### src/rtl/clint_timer.sv
`default_nettype none
// +----------------------------------------------------------------------------+
// | Module   : clint_timer                                                     |
// | Purpose  : APB core-local interruptor: prescaled 64-bit mtime, per-hart    |
// |            mtimecmp/timer interrupt, optional msip (macro CLINT_SWI_EN).   |
// | Revision : 1.0 - initial release                                           |
// +----------------------------------------------------------------------------+
module clint_timer #(
    parameter int                    ADDR_WIDTH = 32,
    parameter int                    DATA_WIDTH = 32,
    parameter int                    NUM_HARTS  = 1,
    parameter int                    PRESCALE   = 1000,
    parameter logic [ADDR_WIDTH-1:0] BASE_ADDR  = 'h11000000
) (
    input  logic                  pclk,
    input  logic                  prst,
    input  logic [ADDR_WIDTH-1:0] paddr,
    input  logic [DATA_WIDTH-1:0] pdata,
    output logic [DATA_WIDTH-1:0] prdata,
    input  logic                  psel,
    input  logic                  penable,
    input  logic                  pwrite,
    input  logic [3:0]            pstb,
    output logic                  pready,
    output logic                  perr,
    output logic [NUM_HARTS-1:0]  timer_interrupt,
    output logic [NUM_HARTS-1:0]  soft_interrupt
);

    localparam int                    c_pcnt_w    = (PRESCALE > 1) ? $clog2(PRESCALE) : 1;
    localparam logic [c_pcnt_w-1:0]   c_pcnt_last = c_pcnt_w'(PRESCALE - 1);
    localparam int                    c_hart_w    = (NUM_HARTS > 1) ? $clog2(NUM_HARTS) : 1;

    logic [c_pcnt_w-1:0]   r_pcnt;
    logic [63:0]           r_mtime;
    logic [63:0]           r_mtimecmp [NUM_HARTS];
    logic                  r_pready;
    logic                  r_perr;
    logic [DATA_WIDTH-1:0] r_prdata;
    logic [NUM_HARTS-1:0]  r_tip;

    logic                  w_access;
    logic                  w_wr;
    logic                  w_tick;
    logic                  w_base_hit;
    logic [15:0]           w_off;
    logic                  w_sel_msip;
    logic                  w_sel_cmp;
    logic                  w_sel_mt_lo;
    logic                  w_sel_mt_hi;
    logic                  w_mapped;
    logic [c_hart_w-1:0]   w_cmp_hart;
    logic                  w_cmp_hi;
    logic [DATA_WIDTH-1:0] w_rdata;

    function automatic logic [31:0] f_merge(input logic [31:0] old_v,
                                            input logic [31:0] new_v,
                                            input logic [3:0]  stb);
        logic [31:0] res;
        res = old_v;
        for (int k = 0; k < 4; k++) begin
            if (stb[k]) res[8*k +: 8] = new_v[8*k +: 8];
        end
        return res;
    endfunction

    // Only the access-phase edge of a transfer commits; pready masks the held phase.
    assign w_access   = psel && penable && !r_pready;
    assign w_wr       = w_access && pwrite;
    assign w_tick     = (r_pcnt == c_pcnt_last);
    assign w_base_hit = (paddr[ADDR_WIDTH-1:16] == BASE_ADDR[ADDR_WIDTH-1:16]);
    assign w_off      = paddr[15:0];
    assign w_cmp_hart = w_off[c_hart_w+2:3];
    assign w_cmp_hi   = w_off[2];

`ifdef CLINT_SWI_EN
    logic [NUM_HARTS-1:0] r_msip;
    logic [NUM_HARTS-1:0] r_sip;
    logic [c_hart_w-1:0]  w_msip_hart;

    assign w_msip_hart = w_off[c_hart_w+1:2];
`endif

    always_comb begin
        w_sel_msip  = 1'b0;
        w_sel_cmp   = 1'b0;
        w_sel_mt_lo = 1'b0;
        w_sel_mt_hi = 1'b0;
        if (w_base_hit && (w_off[1:0] == 2'b00)) begin
            if (w_off == 16'hBFF8) begin
                w_sel_mt_lo = 1'b1;
            end else if (w_off == 16'hBFFC) begin
                w_sel_mt_hi = 1'b1;
            end else if (w_off[15:14] == 2'b01) begin
                w_sel_cmp = (int'(w_off[13:3]) < NUM_HARTS);
            end
`ifdef CLINT_SWI_EN
            else if (w_off[15:14] == 2'b00) begin
                w_sel_msip = (int'(w_off[13:2]) < NUM_HARTS);
            end
`endif
        end
    end

    assign w_mapped = w_sel_msip || w_sel_cmp || w_sel_mt_lo || w_sel_mt_hi;

    always_comb begin
        w_rdata = '0;
        if (w_sel_mt_lo) begin
            w_rdata = r_mtime[31:0];
        end else if (w_sel_mt_hi) begin
            w_rdata = r_mtime[63:32];
        end else if (w_sel_cmp) begin
            w_rdata = w_cmp_hi ? r_mtimecmp[w_cmp_hart][63:32] : r_mtimecmp[w_cmp_hart][31:0];
        end
`ifdef CLINT_SWI_EN
        else if (w_sel_msip) begin
            w_rdata = {31'd0, r_msip[w_msip_hart]};
        end
`endif
    end

    always_ff @(posedge pclk) begin
        if (prst) begin
            r_pcnt   <= '0;
            r_mtime  <= '0;
            r_pready <= 1'b0;
            r_perr   <= 1'b0;
            r_prdata <= '0;
            for (int h = 0; h < NUM_HARTS; h++) r_mtimecmp[h] <= '1;
        end else begin
            r_pcnt   <= w_tick ? '0 : r_pcnt + c_pcnt_w'(1);
            r_pready <= w_access;
            if (w_access) begin
                r_perr   <= !w_mapped;
                r_prdata <= (w_mapped && !pwrite) ? w_rdata : '0;
            end
            // A strobed mtime write overrides the tick increment for that edge.
            if (w_wr && w_sel_mt_lo && (pstb != 4'b0000)) begin
                r_mtime[31:0] <= f_merge(r_mtime[31:0], pdata, pstb);
            end else if (w_wr && w_sel_mt_hi && (pstb != 4'b0000)) begin
                r_mtime[63:32] <= f_merge(r_mtime[63:32], pdata, pstb);
            end else if (w_tick) begin
                r_mtime <= r_mtime + 64'd1;
            end
            if (w_wr && w_sel_cmp) begin
                if (w_cmp_hi)
                    r_mtimecmp[w_cmp_hart][63:32] <= f_merge(r_mtimecmp[w_cmp_hart][63:32], pdata, pstb);
                else
                    r_mtimecmp[w_cmp_hart][31:0]  <= f_merge(r_mtimecmp[w_cmp_hart][31:0], pdata, pstb);
            end
        end
    end

    generate
        for (genvar h = 0; h < NUM_HARTS; h++) begin : g_tip
            always_ff @(posedge pclk) begin
                if (prst) r_tip[h] <= 1'b0;
                else      r_tip[h] <= (r_mtime >= r_mtimecmp[h]);
            end
        end
    endgenerate

`ifdef CLINT_SWI_EN
    always_ff @(posedge pclk) begin
        if (prst) begin
            r_msip <= '0;
            r_sip  <= '0;
        end else begin
            r_sip <= r_msip;
            if (w_wr && w_sel_msip && pstb[0]) r_msip[w_msip_hart] <= pdata[0];
        end
    end

    assign soft_interrupt = r_sip;
`else
    assign soft_interrupt = '0;
`endif

    assign prdata          = r_prdata;
    assign pready          = r_pready;
    assign perr            = r_perr;
    assign timer_interrupt = r_tip;

endmodule
`default_nettype wire

### config.mk
export PLATFORM = sky130hd
export DESIGN_NAME = clint_timer
export DESIGN_NICKNAME = d
export VERILOG_FILES = /design/src/rtl/clint_timer.sv
export SDC_FILE = /design/constraint.sdc
export NUM_CORES = 1
export LEC_CHECK = 0
export BUFFER_PORTS_ARGS = -buffer_cell sky130_fd_sc_hd__buf_2
export CAP_MARGIN = 10
export CORE_UTILIZATION = 45
export CTS_CLUSTER_DIAMETER = 120
export DETAILED_ROUTE_END_ITERATION = 16
export PLACE_DENSITY = 0.72
export SYNTH_ARGS = -nofsm -noshare
export SYNTH_HDL_FRONTEND = slang
export SYNTH_SLANG_ARGS = --single-unit
### constraint.sdc
create_clock -name pclk -period 6.3 [get_ports pclk]
set_input_delay 0.63 -clock pclk [delete_from_list [all_inputs] [get_ports pclk]]
set_output_delay 0.63 -clock pclk [all_outputs]
set_load 0.01 [all_outputs]
* Word level (Yosys, flattened, before mapping)
Memories as Yosys holds them, arrays and structs flattened.
Cells that the tools add are included.
** Storage, ports and cells
- Bits in writable memories :: 64
- Output and inout bits :: 36
- Bits in registers :: 109
- Memories kept :: 1
- Word-level logic and storage cells :: 131
- Input bits :: 73
** Operators by class
- Add/subtract/negate cells :: 2
- Reductions and logical operators :: 30
- Eq/ne operators :: 14
- Bitwise logic cells :: 1
- $lt $le $gt $ge :: 2
- Mux-type cells :: 68
** Memories
- r_mtimecmp :: words 1, bits a word 64, read ports 2, clocked after memory_dff 0, write ports 1, line 36 : logic [63:0] r_mtimecmp [NUM_HARTS];
** Operators by type and width (count)
- 8-bit 2-to-1 mux :: 36
- 32-bit 2-to-1 mux :: 8
- 64-bit 2-to-1 mux :: 3
- 64-bit OR reduction :: 2
- 64-bit by 1-bit adder with 64-bit output, second input constant :: 1
- 64-bit >= comparator :: 1
- 16-bit == test, second input constant :: 2
- 3-bit AND reduction :: 8
- 1-bit 2-to-1 mux :: 19
- 2-bit != test, second input constant :: 9
- 16-bit by 13-bit == test with 1-bit output, second input constant :: 1
- 11-bit by 1-bit < comparator with 1-bit output, second input constant :: 1
- 10-bit by 1-bit adder with 10-bit output, second input constant :: 1
- 10-bit == test, second input constant :: 1
- 1-bit logical AND :: 10
- 2-bit 2-to-1 mux :: 2
- 2-bit nonzero test :: 2
- 4-bit nonzero test :: 1
- 1-bit zero test :: 3
- 2-bit by 1-bit == test with 1-bit output, second input constant :: 1
- 2-bit zero test :: 1
- 1-bit logical OR :: 2
- 2-bit OR reduction :: 1
- 1-bit inverter :: 1

* Longest topological paths before layout
Gate-level depths: netlist of run 1.
- Depth after elaboration :: 12
- Depth in mapped cells :: 10
- Gate-level depth less buffers :: 8

* Least setup slack after synthesis of run 1
No wires, ideal clock.
- Path kind :: input to register
- Start :: input paddr[14]
- End :: register r_mtime[45]
- Buffers on the path :: 2
- Required time :: 6184 ps
- Setup time :: 116 ps
- Data arrival time :: 2784 ps
- Stages on the path :: 8
- Setup slack :: 3400 ps
- Cells stage by stage :: nand3b_1 > or4_4 > or4_1 > buf_6 > mux2i_1 > buf_4 > o311a_1 > a31o_1
** Between the ends
- Word-level cells in the longest chain between the ends :: 8
- Elaborated cells on any way between the ends :: 16
- Classes of those cells :: 3 x eq/ne; 6 x mux; 1 x bitwise; 6 x reduce/logical
** RTL lines
- start: declaration :: line 17 : input logic [ADDR_WIDTH-1:0] paddr,
- 16-bit == test :: line 92 : end else if (w_off == 16'hBFFC) begin
- 1-bit 2-to-1 mux :: line 92
- 1-bit 2-to-1 mux :: line 90 : if (w_off == 16'hBFF8) begin
- 1-bit 2-to-1 mux :: line 89 : if (w_base_hit && (w_off[1:0] == 2'b00)) begin
- 1-bit logical AND (2 in series) :: line 141 : end else if (w_wr && w_sel_mt_hi && (pstb != 4'b0000)) begin
- 2-bit != test (no line) or 2-bit nonzero test (tied branches)
- 3-bit AND reduction (no line)
- end signal: assignment :: line 142 : r_mtime[63:32] <= f_merge(r_mtime[63:32], pdata, pstb);
- end signal: assignment :: line 144 : r_mtime <= r_mtime + 64'd1;
- end: declaration :: line 35 : logic [63:0] r_mtime;
Parallel ways exist; a longest one is shown, timed or not.
A chain may end at the register's enable or synchronous reset.

* Final worst setup path of run 1
- Start :: input paddr[29]
- End :: memory r_mtimecmp[0][28] (enable)
** Between the ends
- Word-level cells in the longest chain between the ends :: 10
- Elaborated cells on any way between the ends :: 14
- Classes of those cells :: 1 x eq/ne; 9 x mux; 4 x reduce/logical
** RTL lines
- 16-bit by 13-bit == test with 1-bit output (*) :: line 71 : assign w_base_hit = (paddr[ADDR_WIDTH-1:16] == BASE_ADDR[ADDR_WIDTH-1:16]);
- 1-bit logical AND (*) :: line 89
- 1-bit 2-to-1 mux (*) :: line 89
- 1-bit logical AND (*) :: line 146 : if (w_wr && w_sel_cmp) begin
- 1-bit 2-to-1 mux :: line 146
- 1-bit 2-to-1 mux :: line 124 : if (prst) begin
- 1-bit 2-to-1 mux (not written as such) :: line 148 : r_mtimecmp[w_cmp_hart][63:32] <= f_merge(r_mtimecmp[w_cmp_hart][63:32], pdata, pstb);
- 64-bit OR reduction (no line)
- 2-bit 2-to-1 mux (no line)
- 2-bit 2-to-1 mux (no line) (*)
- end: declaration :: line 36
Mark *: on every way between the ends. The rest lies on a longest branch, timed or not.

==> metrics.md, run 1 <==
| Metric | Value |
|---|---|
| Initial DRC count | `1530` |
| GRT Total Usage | `roughly 29%` |
| Synth top area cells | `dfxtp_1, edfxtp_1, ha_1, a21o_1, a21oi_1` |
| Synthesized Nets | `between 1000 and 1500` |
| Setup CP Type | `in -> reg` |
| Initial antenna violation count | `0` |
| Yosys cell types | `80` |
| Worst min path class | `reg -> reg` |
| Leading area contributor after synthesis | `dfxtp_1` |
| Setup-failing EPs final | `0` |
| Row Count | `57` |
| First-pass GRT wire length | `between 50 and 60 mm` |
| Largest fanout on the critical path | `between 60 and 70` |
| First drt pass iteration count | `6` |
| Hpwl dp | `25.9 mm` |
| Mapped Area | `around 11000 um2` |
| Fmax | `roughly 260 MHz` |
| Yosys reg bits | `173` |
| Hold Violations, Final | `0` |
| Top cell type's share of synthesized area | `between 10% and 20%` |
| WHS | `between 0.4 and 0.5 ns` |
| # Post-CTS Setup Buffers | `0` |
| Count leader, synth | `dfxtp_1` |
| Top-level I/O count | `roughly 110` |
| Hold_buf cts | `0` |
| Synth Instances | `1277` |
| Num CTS Buffers | `17` |
| Crit end category | `flip-flop` |
| Vias in the first global route | `10200` |
| Root buf cell | `clkbuf_16` |
| Die Ht | `160 um` |
| Residual DRC count | `0` |
| Clk_skew | `about 0.011 ns` |
| Post-Route WL | `about 36 mm` |
| Port bufs | `~110` |
| Syn_area_per_cell | `approximately 8.8 um2` |
| CP required | `roughly 6.4 ns` |
| Post-synth EDFFs | `64` |
| Layout cells sized above 1 | `~13%` |
| CTS tree | `yes` |
| Fin crit period | `3.90 ns` |
| Critical Path AT | `4.01 ns` |
| Clk Latency, worst-skew pair | `around 0.45 ns` |
| Pin count of the biggest net entering global routing | `66` |
| WL/cell | `~22 um` |
| Async S/R FF share, synth | `0%` |
| Nets | `about 1500` |
| RSZ-0062 raised after global routing | `no` |
| Tcrit/Tclk final | `61.9%` |
| Status | `complete, no violations` |
| Routed vias | `roughly 11000` |
| Diode count | `0` |
| Post_cts resized | `0` |
| Die width | `~160 um` |
| Total gr overflow | `0` |
| Antenna Nets Post-Route | `0` |
| Setup tns final | `0 ns` |
| CTS Buffer Depth | `2` |
| Worst vdd ir | `roughly 0.15 mV` |
| Initial core utilization | `a little under half` |
| CORE AREA | `between 20000 and 25000 um2` |
| Synth top cells by count | `dfxtp_1, nand2_1, a21oi_1, inv_1, clkbuf_1` |
| Slew headroom | `13.0%` |
| Sequential share of the synthesized area | `~37%` |
| CP Launch Type | `primary input` |
| Routability-driven placement congestion ratio | `~0.96` |
| Clk slew on worst S/H paths | `roughly 0.06 ns` |
| Htree depth | `4` |
| Main flop type after synthesis | `dfxtp_1` |
| Synth-to-Final Area Change | `11.5%` |
| Pleak | `a little over 5 nW` |
| Pins Over Slew Limit | `0` |
| Ys Warns | `0` |
| Max Cap Viol | `0` |
| Pwr/cell area | `around 190 nW/um2` |
| Vias/cell | `6.63` |
| CTS sink count | `173` |
| Worst-margin pin slew | `1.30 ns` |
| Die ar. | `25600 um2` |
==> state kept, by name (all words and copies together) (netlist names) <==
| name | count |
|---|---|
| r_pcnt | 10 |
| prdata | 32 |
| r_mtimecmp | 64 |
| timer_interrupt | 1 |
| perr | 1 |
| r_mtime | 64 |
| pready | 1 |
==> power breakdown <==
| part | total [mW] | internal (mW) | switching [mW] |
|---|---|---|---|
| registers | 1.17 | 1.16 | 0.00544 |
| clock network | 1.09 | 0.604 | 0.482 |
| logic | 0.127 | 0.0374 | 0.0900 |
==> worst paths after layout <==
kind / slack (ns) / end / from / depth (start not counted)
setup reg to reg: 3.10 / r_mtime[59]$_SDFFE_PP0P_ / r_mtime[5]$_SDFFE_PP0P_ / 6
hold / removal: 0.46 / prdata[3]$_SDFFE_PP0P_ / prdata[3]$_SDFFE_PP0P_ / 2
setup / recovery: 2.40 / r_mtimecmp[0][28]$_DFFE_PP_ / paddr[29] / 8
hold reg to reg: 0.46 / prdata[3]$_SDFFE_PP0P_ / prdata[3]$_SDFFE_PP0P_ / 2
==> per-layer routing <==
layer / up-vias / GRT usage (%) / share of wire [%]
met5: - / 0 / 0
met4: 0 / 13.0 / 4.2
met3: 112 / 5.35 / 11
met2: 706 / 43.2 / 44
met1: 5166 / 39.4 / 41
li1: 5034 / - / -
==> final cells by class <==
class	instances	area [um2]
flip-flops and latches	173	4100
clock inverters	8	65.1
inverters	77	289
clock buffers	24	536
well taps	324	405
repair buffers	123	658
fillers	2335	11900
multi-input cells	934	6450
==> placed cells by master, fill, tap and decap left out, types with 5 or more instances in the layout <==
cell,instances
dfxtp_1,109
buf_2,106
nand2_1,86
a21oi_1,84
inv_1,76
ha_1,66
edfxtp_1,64
a21o_1,59
nor2_1,54
o21ai_0,52
nand3_1,40
nand4_1,40
o21a_1,40
nor3_1,32
a22oi_1,31
a211oi_1,27
a221oi_1,24
mux2i_1,24
a22o_1,21
clkbuf_16,20
a31oi_1,19
nor4_1,18
o22ai_1,18
and2_1,17
buf_4,17
or3_1,15
and4_1,15
o31ai_1,15
and3_1,14
o32ai_1,11
o311ai_0,8
nor3b_1,7
or4_1,6
o211ai_1,5
==> metrics by stage <==
step / total power, mW / instances / cell area, um2 / setup slack (ns) / util (%)
finish: 2.38 / 1663 / 12500 / 2.40 / 51.3
CTS: 2.39 / 1663 / 12500 / 2.47 / 51.3
global route: 2.45 / 1663 / 12500 / 2.20 / 51.3
global placement: 1.32 / 1631 / 11900 / 2.11 / 48.8
floorplan: 1.25 / 1277 / 11200 / 3.40 / -
detailed placement: 1.32 / 1631 / 11900 / 2.03 / 48.8
==> cell families (layout without fill, tap and decap cells) <==
logic type | Yosys count | in the layout | synth area share (%)
AND/OR/NAND/NOR | 373 | 373 | 17.8
buffers and inverters | 170 | 232 | 6.22
AO/OA/AOI/OAI | 457 | 457 | 28.5
adder cells (fa/ha/maj) | 66 | 66 | 7.36
multiplexers | 31 | 31 | 3.02
flip-flops | 173 | 173 | 36.6
XOR/XNOR | 6 | 6 | 0.468
other | 1 | 1 | 0.0334
==> worst max-delay path: stages <==
cell and delay (ns):
buf_2 0.10, nor4b_1 0.39, nand3_1 0.32, nor3_4 0.97, nand3_2 0.12, buf_4 0.38
nor2_1 0.59, a21o_1 0.43
No activity file was read; power rests on OpenSTA's default activity.
==> run 2, diff against run 1 <==
Clock period 6.3 ns to 3.8 ns, I/O delays scaled along.
==> metrics.md, run 2 (synthesis results as in run 1) <==
| Metric | Value |
|---|---|
| Clock share of power | `44.2% (-1.4 points)` |
| Largest fanout on the critical path | `10 (-85%)` |
| Tcrit/Tclk final | `approximately 77%` |
| Total gr overflow | `0 (unchanged)` |
| Final instance area | `12600 um2 (+0.41%)` |
| Placed inst area | `12000 um2 (+0.81%)` |
| Hpwl dp | `26.3 mm (+1.6%)` |
| CTS Buffer Depth | `2 (unchanged)` |
| Setup CP Type | `reg -> reg` |
| Post_cts resized | `0 (unchanged)` |
| Antenna Nets Post-Route | `0 (unchanged)` |
| Max Cap Viol | `0 (unchanged)` |
| Routability-driven placement congestion ratio | `0.936 (-2.6%)` |
| Clk slew on worst S/H paths | `0.08 ns (+0.02 ns)` |
| Most common cell after layout, fill and taps aside | `dfxtp_1` |
| Synth-to-Final Area Change | `12.0%` |
| Top delay family on crit path | `simple AND/OR/NAND/NOR gates` |
| CORE AREA | `24400 um2 (unchanged)` |
| Stages on the worst setup path | `6 (-2)` |
| Setup tns final | `0 ns (unchanged)` |
| Worst reg-to-reg path cell count | `6 (unchanged)` |
| Crit end category | `flip-flop` |
| Sequential Power Share | `50.3% (+1.2 points)` |
| Clk_skew | `0.0132 ns (+0.00175 ns)` |
| Root buf cell | `clkbuf_16` |
| Layout cells sized above 1 | `13.8% (+0.85 points)` |
| Initial core utilization | `46.0% (unchanged)` |
| RSZ-0062 raised after global routing | `no` |
| Commonest cells after routing, fill and taps aside | `dfxtp_1, buf_2, nand2_1` |
| Worst vdd ir | `0.270 mV (+86%)` |
| GR met2 Demand/Resource | `43.8% (+0.62 points)` |
| Met1 GRT Util | `39.6% (+0.17 points)` |
| Vias in the first global route | `10100 (-0.30%)` |
| Hold Violations, Final | `0 (unchanged)` |
| Port bufs | `107 (unchanged)` |
| CP peak stage delay | `0.76 ns (-0.21 ns)` |
| # Post-CTS Setup Buffers | `0 (unchanged)` |
| CP Launch Type | `flip-flop` |
| Num CTS Buffers | `17 (unchanged)` |
| Top-level I/O count | `109 (unchanged)` |
| Initial antenna violation count | `0 (unchanged)` |
| WL/cell | `22.0 um (+0.66%)` |
| Residual DRC count | `0 (unchanged)` |
| Clk Latency, worst-skew pair | `0.44 ns (about the same)` |
| Routed vias | `10900 (-0.88%)` |
| Nets | `1477 (+0.82%)` |
| GRT met3 Usage | `6.23% (+0.88 points)` |
| Die Ht | `160 um (unchanged)` |
| Final Util | `51.5% (+0.21 points)` |
| Status | `complete, no violations` |
| Pleak | `5.08 nW (+0.75%)` |
| Setup-failing EPs final | `0 (unchanged)` |
| Pwr/cell area | `306 nW/um2 (+61%)` |
| Pin count of the biggest net entering global routing | `65 (-1.5%)` |
| Worst-path cell chain | `and4_1 > nand4_1 > or4_1 > or3_1 > a2111oi_0 > a31o_1` |
| Row Count | `57 (unchanged)` |
| Slowest cell on the critical path | `or4_1` |
| Diode count | `0 (unchanged)` |
| Fmax | `about 340 MHz` |
| Gate power share | `5.5% (+0.2 points)` |
| Fin crit period | `2.92 ns` |
| Die width | `160 um (unchanged)` |
| Initial DRC count | `1409 (-7.9%)` |
| CTS sink count | `173 (unchanged)` |
| Post-Route WL | `36.9 mm (+1.4%)` |
| Slew headroom | `32.9% (+20 points)` |
| Worst min path class | `in -> reg` |
| First drt pass iteration count | `7 (+1)` |
| First-pass GRT wire length | `57.3 mm (+0.39%)` |
| Vias/cell | `6.52 (-1.6%)` |
| WHS | `0.261 ns (-0.201 ns)` |
| Sw Pwr | `967 uW (+68%)` |
| CTS tree | `yes` |
| Die ar. | `25600 um2 (unchanged)` |
| Sw Share | `25.1% (+0.90 points)` |
| Worst hold path depth | `3 (+1)` |
| Worst-margin pin slew | `0.979 ns (-0.317 ns)` |
| Critical path buffers and inverters | `0 (-2)` |
| Pins Over Slew Limit | `0 (unchanged)` |
| Hold_buf cts | `0 (unchanged)` |
| Cell internal pwr | `2.88 mW (+60%)` |
| Critical Path AT | `3.30 ns (-0.71 ns)` |
| Htree depth | `4 (unchanged)` |
| CP required | `4.18 ns (-2.23 ns)` |
| GRT Total Usage | `28.9% (+0.31 points)` |
| Grt peak-use layer | `met2` |
## run 2: cell types whose count changed in the layout (fill, tap and decap cells not counted)
| cell | previous run | this run |
|---|---|---|
| clkbuf_16 | 20 | 18 |
| clkinv_2 | 1 | 3 |
| nor3_4 | 2 | 1 |
| buf_12 | 0 | 1 |
| inv_6 | 2 | 5 |
| clkbuf_8 | 2 | 0 |
| clkbuf_1 | 2 | 1 |
| buf_4 | 17 | 28 |
| nor3_2 | 1 | 2 |
## run 2: layout make-up
type / count / area [um2]
multi-input cells: 934 / 6440
repair buffers: 135 / 761
clock inverters: 13 / 101
clock buffers: 19 / 454
well taps: 324 / 405
fillers: 2309 / 11800
inverters: 77 / 289
flip-flops and latches: 173 / 4100
## run 2: worst reg2reg max path, stage by stage (launching register included)
cell and delay [ns]:
dfxtp_1 0.62, and4_1 0.36, nand4_1 0.27, or4_1 0.76, or3_1 0.35, a2111oi_0 0.36
a31o_1 0.14
## run 2: final timing paths
check | from | end | slack [ns]
min | pdata[25] | r_mtime[25]$_SDFFE_PP0P_ | 0.26
min reg2reg | r_pcnt[0]$_SDFF_PP0_ | r_pcnt[0]$_SDFF_PP0_ | 0.46
max reg2reg | r_mtime[5]$_SDFFE_PP0P_ | r_mtime[35]$_SDFFE_PP0P_ | 0.88
max | r_mtime[5]$_SDFFE_PP0P_ | r_mtime[35]$_SDFFE_PP0P_ | 0.88
## run 2: metal layers
metal	share of wire (%)	vias up
li1	-	5061
met1	42	5151
met2	44	632
met3	10	77
met4	3.5	0
met5	0	-
## run 2: power groups by stage
stage | registers (mW) | clock network (mW) | logic (mW)
finish | 1.94 | 1.70 | 0.211
global route | 1.94 | 1.79 | 0.226
CTS | 1.94 | 1.72 | 0.207
detailed placement | 1.98 | 0 | 0.207
global placement | 1.98 | 0 | 0.205
floorplan | 1.98 | 0 | 0.101
## run 2: stage by stage
stage          power, mW  instances  setup WS (ns)
2_1_floorplan       2.08       1277           1.15
3_3_place_gp        2.18       1643          0.653
3_5_place_dp        2.19       1643          0.617
4_1_cts             3.86       1675          0.951
5_1_grt             3.96       1675          0.801
6_report            3.85       1675          0.883
==> run 3, diff against run 2 <==
Clock period 3.8 ns to 2.79 ns, I/O delays scaled along.
==> metrics.md, run 3 (synthesis results as in run 1) <==
| Metric | Value |
|---|---|
| CTS sink count | `173 (unchanged)` |
| WL/cell | `22.2 um (+0.63%)` |
| Root buf cell | `clkbuf_16` |
| Routability-driven placement congestion ratio | `0.979 (+4.6%)` |
| CORE AREA | `24400 um2 (unchanged)` |
| Routed vias | `11300 (+3.5%)` |
| Crit end category | `flip-flop` |
| Die Ht | `160 um (unchanged)` |
| Num CTS Buffers | `17 (unchanged)` |
| Port bufs | `107 (unchanged)` |
| Max Cap Viol | `0 (unchanged)` |
| Antenna Nets Post-Route | `0 (unchanged)` |
| Slowest cell on the critical path | `o2bb2ai_1` |
| First-pass GRT wire length | `60.0 mm (+4.6%)` |
| Critical Path AT | `3.03 ns (-0.27 ns)` |
| First drt pass iteration count | `6 (-1)` |
| Vias in the first global route | `10700 (+5.2%)` |
| Nets | `1550 (+4.9%)` |
| RSZ-0062 raised after global routing | `no` |
| Initial core utilization | `46.0% (unchanged)` |
| Row Count | `57 (unchanged)` |
| Setup CP Type | `reg -> reg` |
| CP required | `3.14 ns (-1.04 ns)` |
| Pwr/cell area | `405 nW/um2 (+32%)` |
| Most common cell after layout, fill and taps aside | `dfxtp_1` |
| CTS Buffer Depth | `2 (unchanged)` |
| Status | `complete, no violations` |
| Initial DRC count | `1211 (-14%)` |
| Initial antenna violation count | `1 (+1)` |
| Top-level I/O count | `109 (unchanged)` |
| Hold_buf cts | `0 (unchanged)` |
| Hpwl dp | `27.7 mm (+5.6%)` |
| Worst-margin pin slew | `0.987 ns (+0.00893 ns)` |
| Largest fanout on the critical path | `14 (+4)` |
| Die width | `160 um (unchanged)` |
| Htree depth | `4 (unchanged)` |
| Layout cells sized above 1 | `18.2% (+4.3 points)` |
| CP peak stage delay | `0.77 ns (about the same)` |
| Total gr overflow | `0 (unchanged)` |
| Pleak | `5.49 nW (+7.9%)` |
| Clk Latency, worst-skew pair | `0.44 ns (about the same)` |
| Residual DRC count | `0 (unchanged)` |
| Post_cts resized | `0 (unchanged)` |
| CTS tree | `yes` |
| GRT Total Usage | `30.3% (+1.4 points)` |
| # Post-CTS Setup Buffers | `0 (unchanged)` |
| Vias/cell | `6.46 (-0.90%)` |
| Setup-failing EPs final | `0 (unchanged)` |
| Clk slew on worst S/H paths | `0.08 ns (about the same)` |
| Worst slack, placed | `-0.0865 ns (-0.703 ns)` |
| Final worst-path setup slack | `0.108 ns (-0.775 ns)` |
| Worst min path class | `in -> reg` |
| Commonest cells after routing, fill and taps aside | `dfxtp_1, buf_2, buf_4` |
| Fin crit period | `2.68 ns (-0.235 ns)` |
| Clk_skew | `0.0126 ns (-0.000582 ns)` |
| Post-Route WL | `38.8 mm (+5.1%)` |
| Setup tns final | `0 ns (unchanged)` |
| CP Launch Type | `flip-flop` |
| Slew headroom | `34.2% (+1.3 points)` |
| Synth-to-Final Area Change | `18.0%` |
| Pin count of the biggest net entering global routing | `104 (+60%)` |
| Die ar. | `25600 um2 (unchanged)` |
| Fmax | `373 MHz (+8.8%)` |
| Tcrit/Tclk final | `96.1% (+19 points)` |
| Hold Violations, Final | `0 (unchanged)` |
| Worst vdd ir | `0.388 mV (+44%)` |
| Worst-path cell chain | `ha_1 > nand4b_1 > or3_1 > o2bb2ai_1 > a21oi_1 > a211oi_1` |
| Pins Over Slew Limit | `0 (unchanged)` |
## run 3: cell count changes in the layout (fill, tap and decap cells not counted), sizes merged
cell / before / now
buf: 135 / 208
bufinv: 0 / 1
clkbuf: 19 / 20
clkinv: 6 / 3
clkinvlp: 1 / 2
diode: 0 / 1
## run 3: area by class of cell
type	instances	area, um2
fillers	2295	11200
multi-input cells	934	6450
flip-flops and latches	173	4100
repair buffers	208	1420
clock buffers	20	437
well taps	324	405
inverters	77	289
clock inverters	12	129
diodes	1	2.50
## run 3: metrics by stage
stage,power (mW),instances,hold slack (ns),instance area [um2],utilization [%]
6_report,5.36,1749,0.155,13200,54.3
5_1_grt,5.49,1748,0.169,13200,54.3
4_1_cts,5.35,1748,0.146,13200,54.2
3_5_place_dp,3.01,1716,0.448,12700,51.9
3_3_place_gp,3.00,1716,0.442,12700,51.9
2_1_floorplan,2.83,1277,0.419,11200,-
## run 3: worst paths after layout
check,from,to,slack (ns),cells past startpoint
worst max-delay path,r_pcnt[0]$_SDFF_PP0_,r_mtime[23]$_SDFFE_PP0P_,0.11,6
worst min-delay path,pdata[25],r_mtime[25]$_SDFFE_PP0P_,0.15,3
worst max register to register,r_pcnt[0]$_SDFF_PP0_,r_mtime[23]$_SDFFE_PP0P_,0.11,6
worst min register to register,prdata[5]$_SDFFE_PP0P_,prdata[5]$_SDFFE_PP0P_,0.47,2
## run 3: routing by layer
metal | wire length [um] | share of wire [%] | vias to the layer above | track usage, %
li1 | - | - | 5196 | -
met1 | 16200 | 42 | 5406 | 40.2
met2 | 17300 | 45 | 617 | 48.0
met3 | 4020 | 10 | 82 | 7.40
met4 | 1190 | 3.1 | 0 | 10.7
met5 | 0 | 0 | - | 0
## run 3: power by group
part           total (mW)  internal, mW  switching, mW
logic               0.319         0.107          0.213
registers            2.64          2.62         0.0119
clock network        2.40          1.26           1.14
total                5.36          3.99           1.36
## run 3: critical path, delay by kind of cell (launching register included)
| family | cells | cell delay (ns) |
|---|---|---|
| compound gates | 3 | 1.15 |
| fa+ha+maj | 1 | 0.25 |
| flops | 1 | 0.38 |
| simple gates | 2 | 0.81 |
